<file path="src/rtl/mem_access_pkg.sv">
// Shared instruction-type, access-size and exception-cause definitions for the
// memory-access stage.
package bexkat1Def;

    localparam logic [3:0] T_ALU   = 4'h1;
    localparam logic [3:0] T_LOAD  = 4'h7;
    localparam logic [3:0] T_STORE = 4'h8;

    typedef enum logic [1:0] {
        SZ_WORD = 2'd0,
        SZ_HALF = 2'd1,
        SZ_BYTE = 2'd2,
        SZ_RSVD = 2'd3
    } size_t;

    typedef enum logic [1:0] {
        EXC_NONE     = 2'd0,
        EXC_MISALIGN = 2'd1,
        EXC_BUS      = 2'd2,
        EXC_TIMEOUT  = 2'd3
    } cause_t;

    typedef enum logic {
        S_IDLE = 1'b0,
        S_BUS  = 1'b1
    } state_t;

    // Reserved size behaves as a word access.
    function automatic logic misaligned(input size_t sz, input logic [1:0] adr_lo);
        case (sz)
            SZ_BYTE: return 1'b0;
            SZ_HALF: return adr_lo[0];
            default: return adr_lo != 2'b00;
        endcase
    endfunction

endpackage

</file>
<file path="src/rtl/mem_access_if.sv">
// Wishbone classic bus bundle between the memory-access stage and memory.
interface mem_access_if;
    logic        cyc;
    logic        stb;
    logic        we;
    logic [31:0] adr;
    logic [3:0]  sel;
    logic [31:0] dat_w;
    logic [31:0] dat_r;
    logic        ack;
    logic        err;

    modport master (output cyc, stb, we, adr, sel, dat_w, input dat_r, ack, err);
    modport slave  (input cyc, stb, we, adr, sel, dat_w, output dat_r, ack, err);
endinterface

</file>
<file path="src/rtl/mem_access_lane.sv">
// Big-endian byte-lane steering: select mask, store replication, load extraction.
module mem_lane
    import bexkat1Def::*;
(
    input  size_t       size,
    input  logic [1:0]  adr_lo,
    input  logic [31:0] st_data,
    input  logic [31:0] ld_raw,
    output logic [3:0]  sel,
    output logic [31:0] st_lanes,
    output logic [31:0] ld_data
);
    always_comb begin
        sel      = 4'b1111;
        st_lanes = st_data;
        ld_data  = ld_raw;
        case (size)
            SZ_HALF: begin
                sel      = adr_lo[1] ? 4'b0011 : 4'b1100;
                st_lanes = {2{st_data[15:0]}};
                ld_data  = {16'h0, adr_lo[1] ? ld_raw[15:0] : ld_raw[31:16]};
            end
            SZ_BYTE: begin
                sel      = 4'b1000 >> adr_lo;
                st_lanes = {4{st_data[7:0]}};
                case (adr_lo)
                    2'd0:    ld_data = {24'h0, ld_raw[31:24]};
                    2'd1:    ld_data = {24'h0, ld_raw[23:16]};
                    2'd2:    ld_data = {24'h0, ld_raw[15:8]};
                    default: ld_data = {24'h0, ld_raw[7:0]};
                endcase
            end
            default: ;
        endcase
    end
endmodule

</file>
<file path="src/rtl/mem_access.sv">
// Memory-access pipeline stage: passes non-memory instructions through and runs
// one Wishbone classic cycle per load/store, stalling upstream while it waits.
module mem_access
    import bexkat1Def::*;
#(
    parameter int TIMEOUT = 255
) (
    input  logic         clk_i,
    input  logic         rst_i,
    input  logic [63:0]  ir_i,
    input  logic [31:0]  pc_i,
    input  logic [31:0]  result_i,
    input  logic [31:0]  reg_data1_i,
    input  logic [1:0]   reg_write_i,
    output logic         stall_o,
    mem_access_if.master bus,
    output logic [31:0]  result_o,
    output logic [1:0]   reg_write_o,
    output logic [63:0]  ir_o,
    output logic [31:0]  pc_o,
    output logic         exc_o,
    output logic [1:0]   exc_cause_o
);
    localparam int CW = $clog2(TIMEOUT + 1);

    state_t        state, state_nx;
    logic [CW-1:0] count;
    logic [3:0]    ir_type;
    size_t         size;
    logic          is_load, is_store, mem_op, bad_align, timeout, bus_done;
    logic          do_pass, do_issue, do_wb, do_count;
    cause_t        cause;
    logic [3:0]    lane_sel;
    logic [31:0]   lane_st, lane_ld;

    assign ir_type   = ir_i[31:28];
    assign size      = size_t'(ir_i[25:24]);
    assign is_load   = (ir_type == T_LOAD);
    assign is_store  = (ir_type == T_STORE);
    assign mem_op    = is_load | is_store;
    assign bad_align = misaligned(size, result_i[1:0]);
    assign timeout   = (count == CW'(TIMEOUT));
    assign bus_done  = bus.ack | bus.err | timeout;

    // Upstream holds its inputs while stalled, so lanes can always use them directly.
    mem_lane u_lane (
        .size     (size),
        .adr_lo   (result_i[1:0]),
        .st_data  (reg_data1_i),
        .ld_raw   (bus.dat_r),
        .sel      (lane_sel),
        .st_lanes (lane_st),
        .ld_data  (lane_ld)
    );

    always_ff @(posedge clk_i or posedge rst_i) begin
        if (rst_i) state <= S_IDLE;
        else       state <= state_nx;
    end

    always_comb begin
        state_nx = state;
        case (state)
            S_IDLE:  if (mem_op && !bad_align) state_nx = S_BUS;
            S_BUS:   if (bus_done) state_nx = S_IDLE;
            default: state_nx = S_IDLE;
        endcase
    end

    always_comb begin
        stall_o  = 1'b0;
        do_pass  = 1'b0;
        do_issue = 1'b0;
        do_wb    = 1'b0;
        do_count = 1'b0;
        cause    = EXC_NONE;
        case (state)
            S_IDLE: begin
                if (!mem_op) do_pass = 1'b1;
                else if (bad_align) cause = EXC_MISALIGN;
                else begin
                    stall_o  = 1'b1;
                    do_issue = 1'b1;
                end
            end
            S_BUS: begin
                stall_o = !bus_done;
                if (bus.err)      cause = EXC_BUS;
                else if (bus.ack) do_wb = 1'b1;
                else if (timeout) cause = EXC_TIMEOUT;
                else              do_count = 1'b1;
            end
            default: ;
        endcase
        if (rst_i) stall_o = 1'b0;
    end

    always_ff @(posedge clk_i or posedge rst_i) begin
        if (rst_i) begin
            bus.cyc     <= 1'b0;
            bus.stb     <= 1'b0;
            bus.we      <= 1'b0;
            bus.adr     <= '0;
            bus.sel     <= '0;
            bus.dat_w   <= '0;
            count       <= '0;
            result_o    <= '0;
            reg_write_o <= '0;
            ir_o        <= '0;
            pc_o        <= '0;
            exc_o       <= 1'b0;
            exc_cause_o <= '0;
        end else begin
            exc_o       <= (cause != EXC_NONE);
            exc_cause_o <= cause;
            ir_o        <= '0;
            pc_o        <= '0;
            result_o    <= '0;
            reg_write_o <= '0;
            if (do_pass) begin
                ir_o        <= ir_i;
                pc_o        <= pc_i;
                result_o    <= result_i;
                reg_write_o <= reg_write_i;
            end else if (do_wb) begin
                ir_o        <= ir_i;
                pc_o        <= pc_i;
                result_o    <= is_load ? lane_ld : result_i;
                reg_write_o <= is_load ? 2'b11 : 2'b00;
            end
            if (do_issue) begin
                bus.cyc   <= 1'b1;
                bus.stb   <= 1'b1;
                bus.we    <= is_store;
                bus.adr   <= result_i;
                bus.sel   <= lane_sel;
                bus.dat_w <= lane_st;
                count     <= '0;
            end else if (state == S_BUS && bus_done) begin
                bus.cyc <= 1'b0;
                bus.stb <= 1'b0;
                bus.we  <= 1'b0;
                count   <= '0;
            end else if (do_count) begin
                count <= count + CW'(1);
            end
        end
    end
endmodule

</file>
<file path="src/flat_wrapper.sv">
// flat-port wrapper written by rule: the top's interface ports become plain ports
module mem_access_flat import bexkat1Def::*;
#(
    parameter int TIMEOUT = 255
)
  (clk_i, rst_i, ir_i, pc_i, result_i, reg_data1_i, reg_write_i, stall_o, result_o, reg_write_o, ir_o, pc_o, exc_o, exc_cause_o, bus_cyc, bus_stb, bus_we, bus_adr, bus_sel, bus_dat_w, bus_dat_r, bus_ack, bus_err);
  mem_access_if bus_i ();
  input  logic clk_i;
  input  logic rst_i;
  input  logic [63:0] ir_i;
  input  logic [31:0] pc_i;
  input  logic [31:0] result_i;
  input  logic [31:0] reg_data1_i;
  input  logic [1:0] reg_write_i;
  output logic stall_o;
  output logic [31:0] result_o;
  output logic [1:0] reg_write_o;
  output logic [63:0] ir_o;
  output logic [31:0] pc_o;
  output logic exc_o;
  output logic [1:0] exc_cause_o;
  output wire logic [$bits(bus_i.cyc)-1:0] bus_cyc;
  output wire logic [$bits(bus_i.stb)-1:0] bus_stb;
  output wire logic [$bits(bus_i.we)-1:0] bus_we;
  output wire logic [$bits(bus_i.adr)-1:0] bus_adr;
  output wire logic [$bits(bus_i.sel)-1:0] bus_sel;
  output wire logic [$bits(bus_i.dat_w)-1:0] bus_dat_w;
  input wire logic [$bits(bus_i.dat_r)-1:0] bus_dat_r;
  input wire logic [$bits(bus_i.ack)-1:0] bus_ack;
  input wire logic [$bits(bus_i.err)-1:0] bus_err;
  assign bus_cyc = bus_i.cyc;
  assign bus_stb = bus_i.stb;
  assign bus_we = bus_i.we;
  assign bus_adr = bus_i.adr;
  assign bus_sel = bus_i.sel;
  assign bus_dat_w = bus_i.dat_w;
  assign bus_i.dat_r = bus_dat_r;
  assign bus_i.ack = bus_ack;
  assign bus_i.err = bus_err;
  mem_access #(.TIMEOUT(TIMEOUT)) u_core (.clk_i(clk_i), .rst_i(rst_i), .ir_i(ir_i), .pc_i(pc_i), .result_i(result_i), .reg_data1_i(reg_data1_i), .reg_write_i(reg_write_i), .stall_o(stall_o), .bus(bus_i), .result_o(result_o), .reg_write_o(reg_write_o), .ir_o(ir_o), .pc_o(pc_o), .exc_o(exc_o), .exc_cause_o(exc_cause_o));
endmodule
</file>
<file path="config.mk">
export PLATFORM = sky130hd
export DESIGN_NAME = mem_access_flat
export DESIGN_NICKNAME = d
export VERILOG_FILES = /design/src/rtl/mem_access_pkg.sv /design/src/rtl/mem_access_if.sv /design/src/rtl/mem_access_lane.sv /design/src/rtl/mem_access.sv /design/src/flat_wrapper.sv
export SDC_FILE = /design/constraint.sdc
export NUM_CORES = 1
export LEC_CHECK = 0
export CAP_MARGIN = 20
export CORE_AREA = 2 2 157 159
export CTS_CLUSTER_SIZE = 14
export DETAILED_ROUTE_END_ITERATION = 16
export DIE_AREA = 0 0 159 161
export PLACE_DENSITY = 0.82
export RECOVER_POWER = 100
export SLEW_MARGIN = 20
export SYNTH_ARGS = -nofsm -noshare
export SYNTH_HDL_FRONTEND = slang
export SYNTH_SLANG_ARGS = --single-unit
export TNS_END_PERCENT = 1
</file>
<file path="constraint.sdc">
create_clock -name clk_i -period 10.1 [get_ports clk_i]
set_clock_uncertainty 0.05 [all_clocks]
set_input_delay 2.02 -clock clk_i [delete_from_list [all_inputs] [get_ports clk_i]]
set_output_delay 2.02 -clock clk_i [all_outputs]
set_load 0.02 [all_outputs]
</file>
# ---- After elaboration in Yosys (flattened, before gate mapping)
# Index checks and enable logic that the tools add are counted.
dict set report op_classes {
  addsub 1
  eq_ne 7
  shifts 1
  muxes 46
  bitwise 4
  reduce_logical 9
}
# op n
set ops {}
lappend ops {{32-bit two-way mux} 5}
lappend ops {{64-bit two-way mux} 2}
lappend ops {{32-bit case mux with 2 select lines} 2}
lappend ops {{8-bit two-way mux} 3}
lappend ops {{8-bit case mux with 3 select lines} 1}
lappend ops {{1-bit two-way mux} 19}
lappend ops {{16-bit two-way mux} 1}
lappend ops {{2-bit two-way mux} 7}
lappend ops {{8-bit by 1-bit adder with 8-bit output (second input constant)} 1}
lappend ops {{8-bit == test (second input constant)} 1}
lappend ops {{4-bit case mux with 2 select lines} 1}
lappend ops {{1-bit case mux with 2 select lines} 3}
lappend ops {{2-bit nonzero test} 3}
lappend ops {{2-bit by 1-bit == test with 1-bit output (second input constant)} 2}
lappend ops {{2-bit == test (second input constant)} 2}
lappend ops {{4-bit by 3-bit == test with 1-bit output (second input constant)} 1}
lappend ops {{4-bit == test (second input constant)} 1}
lappend ops {{4-bit two-way mux} 1}
lappend ops {{2-bit case mux with 2 select lines} 1}
lappend ops {{4-bit by 2-bit right shift with 4-bit output (first input constant)} 1}
lappend ops {{1-bit bitwise OR} 3}
lappend ops {{3-bit nonzero test} 1}
lappend ops {{1-bit logical AND} 2}
lappend ops {{1-bit logical NOT} 2}
lappend ops {{other kinds (2)} 2}
dict set report totals {
  ff_bits 212
  out_inout_bits 205
  elab_cells 81
}

# ---- Logic depth before layout (Yosys ltp)
# Gate-level depths: netlist of run 1.
dict set report depth {
  word_depth 8
  ltp_mapped 9
  depth_no_buf 6
}

# ---- By module
# Synthesis of run 1 repeated with hierarchy kept, for this count alone.
dict set report unflattened {
  cells_unflattened 734
  hier_area_um2 8807.2
}
# module n_inst cells_per_inst area_each_um2
set by_module_without_submodules {}
lappend by_module_without_submodules {mem_access 1 580 7792.5}
lappend by_module_without_submodules {mem_lane 1 154 1014.7}

# ---- Worst setup path after synthesis of run 1
# OpenSTA, ideal clock, no wires.
dict set report synth_path {
  path_kind {input to output}
  start {in ir_i[24]}
  end {out stall_o}
  arrival_ns 3.623
  required_time_ns 8.030
  slack_ns 4.407
  stages 8
  path_buffers 2
  cell_sequence {inv_1 > ha_1 > clkbuf_1 > o21ai_0 > nand2_1 > o21ba_2 > clkbuf_1 > nor3b_1}
}
dict set report synth_between {
  elab_chain_len 6
  elab_cells_between_ends 7
  classes_between {eq/ne (2); mux (5)}
}
# element line
set synth_rtl {}
lappend synth_rtl {{start, declared} flat_wrapper.sv:10} ;# input logic [63:0] ir_i;
lappend synth_rtl {{2-bit by 1-bit == test with 1-bit output / 2-bit == test (equally long branches)} mem_access_pkg.sv:30} ;# case (sz)
lappend synth_rtl {{1-bit case mux with 2 select lines *} mem_access_pkg.sv:30}
lappend synth_rtl {{1-bit two-way mux *} mem_access.sv:80} ;# else if (bad_align) cause = EXC_MISALIGN;
lappend synth_rtl {{1-bit two-way mux *} mem_access.sv:79} ;# if (!mem_op) do_pass = 1'b1;
lappend synth_rtl {{1-bit case mux with 2 select lines *} mem_access.sv:77} ;# case (state)
lappend synth_rtl {{1-bit two-way mux *} mem_access.sv:95} ;# if (rst_i) stall_o = 1'b0;
lappend synth_rtl {{end, declared} flat_wrapper.sv:15} ;# output logic stall_o;
# Every way passes the cells marked *; elsewhere a longest branch is shown, timed or not.

# ---- Worst setup path after layout of run 1
dict set report layout_path {
  start {in ir_i[30]}
  end {out stall_o}
}
dict set report layout_between {
  elab_chain_len 5
  elab_cells_between_ends 6
  classes_between {eq/ne (2); mux (3); bitwise (1)}
}
# element line
set layout_rtl {}
lappend layout_rtl {{4-bit by 3-bit == test with 1-bit output / 4-bit == test (equally long branches)} {mem_access.sv:38, mem_access.sv:39}}
lappend layout_rtl {{1-bit bitwise OR *} mem_access.sv:40} ;# assign mem_op = is_load | is_store;
lappend layout_rtl {{1-bit two-way mux *} mem_access.sv:79}
lappend layout_rtl {{1-bit case mux with 2 select lines *} mem_access.sv:77}
lappend layout_rtl {{1-bit two-way mux *} mem_access.sv:95}
# Marked as above.

==> impl_metrics.env, run 1 <==
export IMPL_status="finished, violations left"
export IMPL_violations="capacitance limit, slew limit"
export IMPL_cts_resized_gates=0
export IMPL_first_global_vias=7318
export IMPL_drt_iter0_markers=398
export IMPL_max_clock_freq_mhz=136
export IMPL_clock_tree_htree_level_count=1
export IMPL_min_from="u_core.bus.dat_w[7]$_DFFE_PP0P_"
export IMPL_synth_top_cell_area_share_pct=61.5
export IMPL_die_h_um=161
export IMPL_wl_met3_mm=2.46
export IMPL_m1WireLength_mm=10.3
export IMPL_top_layer="met4"
export IMPL_crit_chain="dlygate4sd3_1 > and4b_1 > clkbuf_1 > nor2_1 > o21ba_1 > nor3b_1 > dlygate4sd3_1"
export IMPL_synth_largest_area_cell="dfrtp_1"
export IMPL_sequential_cell_area_mm2=0.00531
export IMPL_post_route_period_util_pct=73.1
export IMPL_clkTransAtPathRegs_ps=60
export IMPL_timing_critical_path_from="ir_i[30]"
export IMPL_cpPeakStageDelay_ps=910
export IMPL_synth_seq_area_share_pct=61.5
export IMPL_mappedNetlistArea_mm2=0.00863
export IMPL_std_cell_rows=57
export IMPL_post_route_min_period_ps=7380
export IMPL_synthToLayoutAreaGrowth_pct=57.3
export IMPL_syn_area_per_cell_um2=12.5
export IMPL_maxCapViolations=5
export IMPL_synthArstFlopShare_pct=100
export IMPL_r2r_start="u_core.state$_DFF_PP0_"
export IMPL_synth_lib_cells_used_distinct=48
export IMPL_worst_ep_arrival_time_ps=5310
export IMPL_antenna_violations_before_repair=0
export IMPL_gpl_congestion=0.848
export IMPL_die_x_um=159
export IMPL_cpLargestDelayFamily="buffers and inverters"
export IMPL_rsz_0062_raised_after_global_routing="no"
export IMPL_critical_path_slowest_cell="clkbuf_1"
export IMPL_cts_hold_fix_buffers=0
export IMPL_max_vdd_ir_drop_v=0.000156
export IMPL_numCtsBuffers=24
export IMPL_die_area_mm2=0.0256
export IMPL_synth_most_common_cell="dfrtp_1"
export IMPL_timing_max_transition_violations_final=298
export IMPL_p_leak_nw=6.05
export IMPL_grt_overflow=0
export IMPL_ys_dominant_reg_cell="dfrtp_1"
export IMPL_routed_wirelength_mm=27.6
export IMPL_fin_setup_tns_ps=0
export IMPL_min_delay_path_class="reg -> reg"
export IMPL_port_buffers=402
export IMPL_startpoint_type="input pin"
export IMPL_grt_max_degree=139
export IMPL_timing_hold_violations_final=0
export IMPL_endpoint_type_of_the_worst_setup_path="output pin"
export IMPL_cp_required_ps=8030
export IMPL_synth_area_leaders="dfrtp_1, mux2_4, and2_1"
export IMPL_fillerInstances=2020
export IMPL_post_synth_most_frequent_cells="dfrtp_1, and2_1, a21oi_1"
export IMPL_number_of_antenna_cells_inserted=0
export IMPL_vias=6975
export IMPL_number_of_sinks_on_the_clock_net=212
export IMPL_setup_viol=0
export IMPL_post_route_cells_drive_above_1_share_pct=6.81
export IMPL_first_pass_iters=5
export IMPL_critical_path_most_common_cell="dlygate4sd3_1"
export IMPL_cts_post_setup_buffers_inserted=0
export IMPL_route_detailed_drc=0
export IMPL_synth_ff_latch_count=212
export IMPL_cts_root_to_sink_buffers=3
export IMPL_path_class="in -> out"
export IMPL_multi_input_comb_area_mm2=0.00286
export IMPL_gr_usage_all_layers_pct=21.1
export IMPL_cts_tree="done"
export IMPL_timing_slew_headroom_pct=-308
export IMPL_nets=1285
export IMPL_detailroute_wirelength_met2_mm=13.7
export IMPL_root_buffer="clkbuf_16"
export IMPL_clk_latency_ps=510
export IMPL_initial_core_util_pct=36.0
export IMPL_post_dp_hpwl_mm=20.5
export IMPL_worst_path_buf_inv=3
export IMPL_measured_slew_at_the_worst_slew_check_pin_ps=6120
export IMPL_synth_enable_flop_cells=0
export IMPL_io_pins=403
export IMPL_design_core_area_mm2=0.0240
export IMPL_postSynthCellCount=692
export IMPL_post_layout_total_power_mw=3.42
export IMPL_worst_path_max_fanout=28
export IMPL_drt_antenna_net_count=0
export IMPL_synth_nets=893
export IMPL_avgRoutedWirePerCell_um=19.4
export IMPL_power_per_cell_area_mw_per_mm2=252
export IMPL_dr_vias_cell=4.89
export IMPL_ys_warnings_count=0
export IMPL_first_pass_grt_wire_length_mm=42.2
[worst register-to-register path, cell delays in order, from the launching register on]
cell,delay (ps)
dfrtp_1,510
o31ai_1,790
clkbuf_1,1470
and2_0,330
[metrics by stage]
stage	hold slack, ps	cells	util, %	instance area, um2	worst slack [ps]
after global routing	458	1426	56.6	13600	2320
final	436	1426	56.6	13600	2720
after floorplan	455	692	-	8630	2240
after CTS	458	1425	57.4	13800	3470
after global placement	439	1381	54.0	12900	3520
after detailed placement	445	1381	54.0	12900	3470
[final timing paths]
path,endpoint,slack (ps),cells past startpoint
min in group asynchronous,u_core.reg_write_o[1]$_DFF_PP0_,3810,2
worst min register to register,u_core.bus.dat_w[7]$_DFFE_PP0P_,440,1
worst max register to register,u_core.pc_o[13]$_DFF_PP0_,6850,3
worst min-delay path,u_core.bus.dat_w[7]$_DFFE_PP0P_,440,1
worst max-delay path,stall_o,2720,7
max in group asynchronous,u_core.result_o[6]$_DFF_PP0_,3380,2
[final cells by class]
class,instances,area share (%)
well taps,324,2.99
repair buffers,411,30.0
multi-input cells,408,21.1
inverters,27,0.756
flip-flops and latches,212,39.1
clock inverters,6,0.793
clock buffers,38,5.26
[state kept, by name (all words and copies together) (netlist names)]
signal	flops
u_core.state	1
u_core.pc_o	32
u_core.ir_o	64
u_core.result_o	32
u_core.bus.adr	32
u_core.bus.we	1
u_core.reg_write_o	2
u_core.exc_o	1
u_core.bus.sel	4
u_core.count	8
u_core.exc_cause_o	2
u_core.bus.stb	1
u_core.bus.dat_w	32
[layout by cell type, fill, tap and decap left out, types with 4 or more instances in the layout]
cell / instances
o22ai_1: 6
o21ai_0: 12
and2_1: 29
and2_0: 66
clkdlybuf4s50_1: 194
nor3_1: 13
nand2_1: 31
mux2_2: 27
mux2i_1: 9
buf_4: 4
nor2_1: 27
nand3_1: 23
dlygate4sd3_1: 208
clkbuf_8: 4
mux2_1: 39
a21oi_1: 42
a221oi_1: 22
dfrtp_1: 212
nand3b_1: 7
clkbuf_1: 14
clkbuf_16: 25
inv_1: 26
a22o_1: 10
nor4_1: 4
[power breakdown]
part	leakage, nW	internal (mW)	total (mW)	switching [mW]
clock network	0.398	0.560	0.902	0.342
registers	2.63	1.12	1.23	0.109
logic	3.02	0.582	1.29	0.710
total	6.05	2.26	3.42	1.16
[routing by layer]
metal / GRT usage [%] / vias up
li1: - / 3165
met1: 24.3 / 3394
met2: 36.4 / 356
met3: 6.47 / 60
met4: 9.01 / 0
met5: 0 / -
[logic make-up after synthesis]
group                      share of synthesized area, %
AOI/OAI and AO/OA                                  8.89
xor gates and xnor gates                          0.102
adders and majority gates                         0.435
buffers and inverters                              3.64
DFF                                                61.5
muxes                                              11.5
and+or+nand+nor                                    13.9
Note: power is estimated with default switching activity, not from simulation.
==> run 2: changes to the inputs <==
--- a/config.mk
+++ b/config.mk
@@ -6,11 +6,11 @@
 export NUM_CORES = 1
 export LEC_CHECK = 0
 export CAP_MARGIN = 20
-export CORE_AREA = 2 2 157 159
+export CORE_MARGIN = 1.5
+export CORE_UTILIZATION = 37
 export CTS_CLUSTER_SIZE = 14
 export DETAILED_ROUTE_END_ITERATION = 16
-export DIE_AREA = 0 0 159 161
-export PLACE_DENSITY = 0.82
+export PLACE_DENSITY = 0.86
 export RECOVER_POWER = 100
 export SLEW_MARGIN = 20
 export SYNTH_ARGS = -nofsm -noshare
==> constraint.sdc (replaced) <==
create_clock -name clk_i -period 6.6 [get_ports clk_i]
set_clock_uncertainty 0.05 [all_clocks]
set_input_delay 1.32 -clock clk_i [delete_from_list [all_inputs] [get_ports clk_i]]
set_output_delay 1.32 -clock clk_i [all_outputs]
set_load 0.02 [all_outputs]
==> impl_metrics.env, run 2 (synthesis gave the netlist of run 1 again) <==
export IMPL_post_route_cells_drive_above_1_share_pct=7.16
export IMPL_fillerInstances=1794
export IMPL_clk_latency_ps=530
export IMPL_clock_tree_htree_level_count=1
export IMPL_routed_wirelength_mm=28.5
export IMPL_number_of_sinks_on_the_clock_net=212
export IMPL_post_route_min_period_ps=5430
export IMPL_clkTransAtPathRegs_ps=60
export IMPL_measured_slew_at_the_worst_slew_check_pin_ps=3210
export IMPL_setup_ws_ps=1170
export IMPL_design_core_area_mm2=0.0228
export IMPL_largest_register_ffs=64
export IMPL_rsz_0062_raised_after_global_routing="no"
export IMPL_numCtsBuffers=24
export IMPL_max_flop_register="u_core.ir_o"
export IMPL_cts_tree="done"
export IMPL_die_x_um=156
export IMPL_maxCapViolations=6
export IMPL_route_detailed_drc=0
export IMPL_first_global_vias=7291
export IMPL_cts_root_to_sink_buffers=3
export IMPL_post_dp_hpwl_mm=20.8
export IMPL_timing_max_transition_violations_final=283
export IMPL_cts_post_setup_buffers_inserted=0
export IMPL_drt_antenna_net_count=0
export IMPL_first_pass_iters=5
export IMPL_synthToLayoutAreaGrowth_pct=57.2
export IMPL_startpoint_type="input pin"
export IMPL_path_class="in -> reg"
export IMPL_cts_hold_fix_buffers=0
export IMPL_worst_path_max_fanout=62
export IMPL_nets=1287
export IMPL_std_cell_rows=55
export IMPL_initial_core_util_pct=37.9
export IMPL_layout_commonest_cell="dfrtp_1"
export IMPL_timing_slew_headroom_pct=-114
export IMPL_p_leak_nw=6.07
export IMPL_max_vdd_ir_drop_v=0.000257
export IMPL_avgRoutedWirePerCell_um=20.1
export IMPL_worst_ep_arrival_time_ps=5770
export IMPL_status="finished, violations left"
export IMPL_endpoint_type_of_the_worst_setup_path="register"
export IMPL_gr_usage_all_layers_pct=23.1
export IMPL_cts_resized_gates=0
export IMPL_r2r_start="u_core.state$_DFF_PP0_"
export IMPL_setup_viol=0
export IMPL_max_clock_freq_mhz=184
export IMPL_grt_overflow=0
export IMPL_die_area_mm2=0.0242
export IMPL_min_from="u_core.bus.adr[8]$_DFFE_PP0P_"
export IMPL_post_route_period_util_pct=82.3
export IMPL_root_buffer="clkbuf_16"
export IMPL_io_pins=403
export IMPL_gpl_congestion=0.816
export IMPL_layout_cells_most_common_list="dfrtp_1, dlygate4sd3_1, clkdlybuf4s50_1"
export IMPL_power_per_cell_area_mw_per_mm2=387
export IMPL_hold_slack_ps=442
export IMPL_first_pass_grt_wire_length_mm=42.7
export IMPL_pre_cts_slack_ps=1510
export IMPL_die_h_um=156
export IMPL_dr_vias_cell=4.98
export IMPL_timing_hold_violations_final=0
export IMPL_drt_iter0_markers=290
export IMPL_antenna_violations_before_repair=1
export IMPL_min_delay_path_class="reg -> reg"
export IMPL_grt_max_degree=101
export IMPL_timing_critical_path_from="ir_i[24]"
export IMPL_fin_setup_tns_ps=0
export IMPL_cp_required_ps=6940
export IMPL_vias=7053
export IMPL_violations="capacitance limit, slew limit"
export IMPL_port_buffers=402
==> run 2: cell type report <==
class,instances,area (um2),share of cell area (%)
repair buffers,413,4090,30.2
clock buffers,32,661,4.87
flip-flops and latches,212,5310,39.1
inverters,27,103,0.756
well taps,313,392,2.89
multi-input cells,408,2860,21.1
diodes,1,2.50,0.0184
clock inverters,11,148,1.09
==> run 2: final timing paths <==
path / slack (ps) / cells past startpoint / endpoint
hold reg to reg: 440 / 1 / u_core.bus.adr[8]$_DFFE_PP0P_
setup / recovery: 1170 / 7 / u_core.bus.dat_w[21]$_DFFE_PP0P_
min in group asynchronous: 1270 / 2 / u_core.state$_DFF_PP0_
hold / removal: 440 / 1 / u_core.bus.adr[8]$_DFFE_PP0P_
setup reg to reg: 3310 / 3 / u_core.bus.adr[25]$_DFFE_PP0P_
max in group asynchronous: 1800 / 3 / u_core.result_o[30]$_DFF_PP0_
==> run 2: power breakdown <==
| group | switching [mW] | internal, mW |
|---|---|---|
| Clock | 0.541 | 0.821 |
| Combinational | 1.09 | 0.895 |
| Sequential | 0.189 | 1.71 |
==> run 2: worst max-delay path, cell delays in order <==
cell           delay [ps]
dlygate4sd3_1         570
inv_1                  70
ha_2                  330
clkbuf_1             2000
nor2_1                770
a22o_1                410
mux2_2                280
==> run 2: metal layers <==
layer	global-route usage [%]	routed length [um]
met5	0	0
met1	26.4	10600
met4	8.34	1120
met3	6.86	2390
met2	40.9	14400
==> run 2: per-stage QoR <==
step	instances	util, %	instance area [um2]	total power [mW]
2_1_floorplan	692	-	8630	3.00
3_5_place_dp	1373	56.8	12900	4.18
4_1_cts	1416	60.4	13700	5.58
5_1_grt	1417	59.5	13600	5.50
3_3_place_gp	1373	56.8	12900	4.13
6_report	1417	59.5	13600	5.24
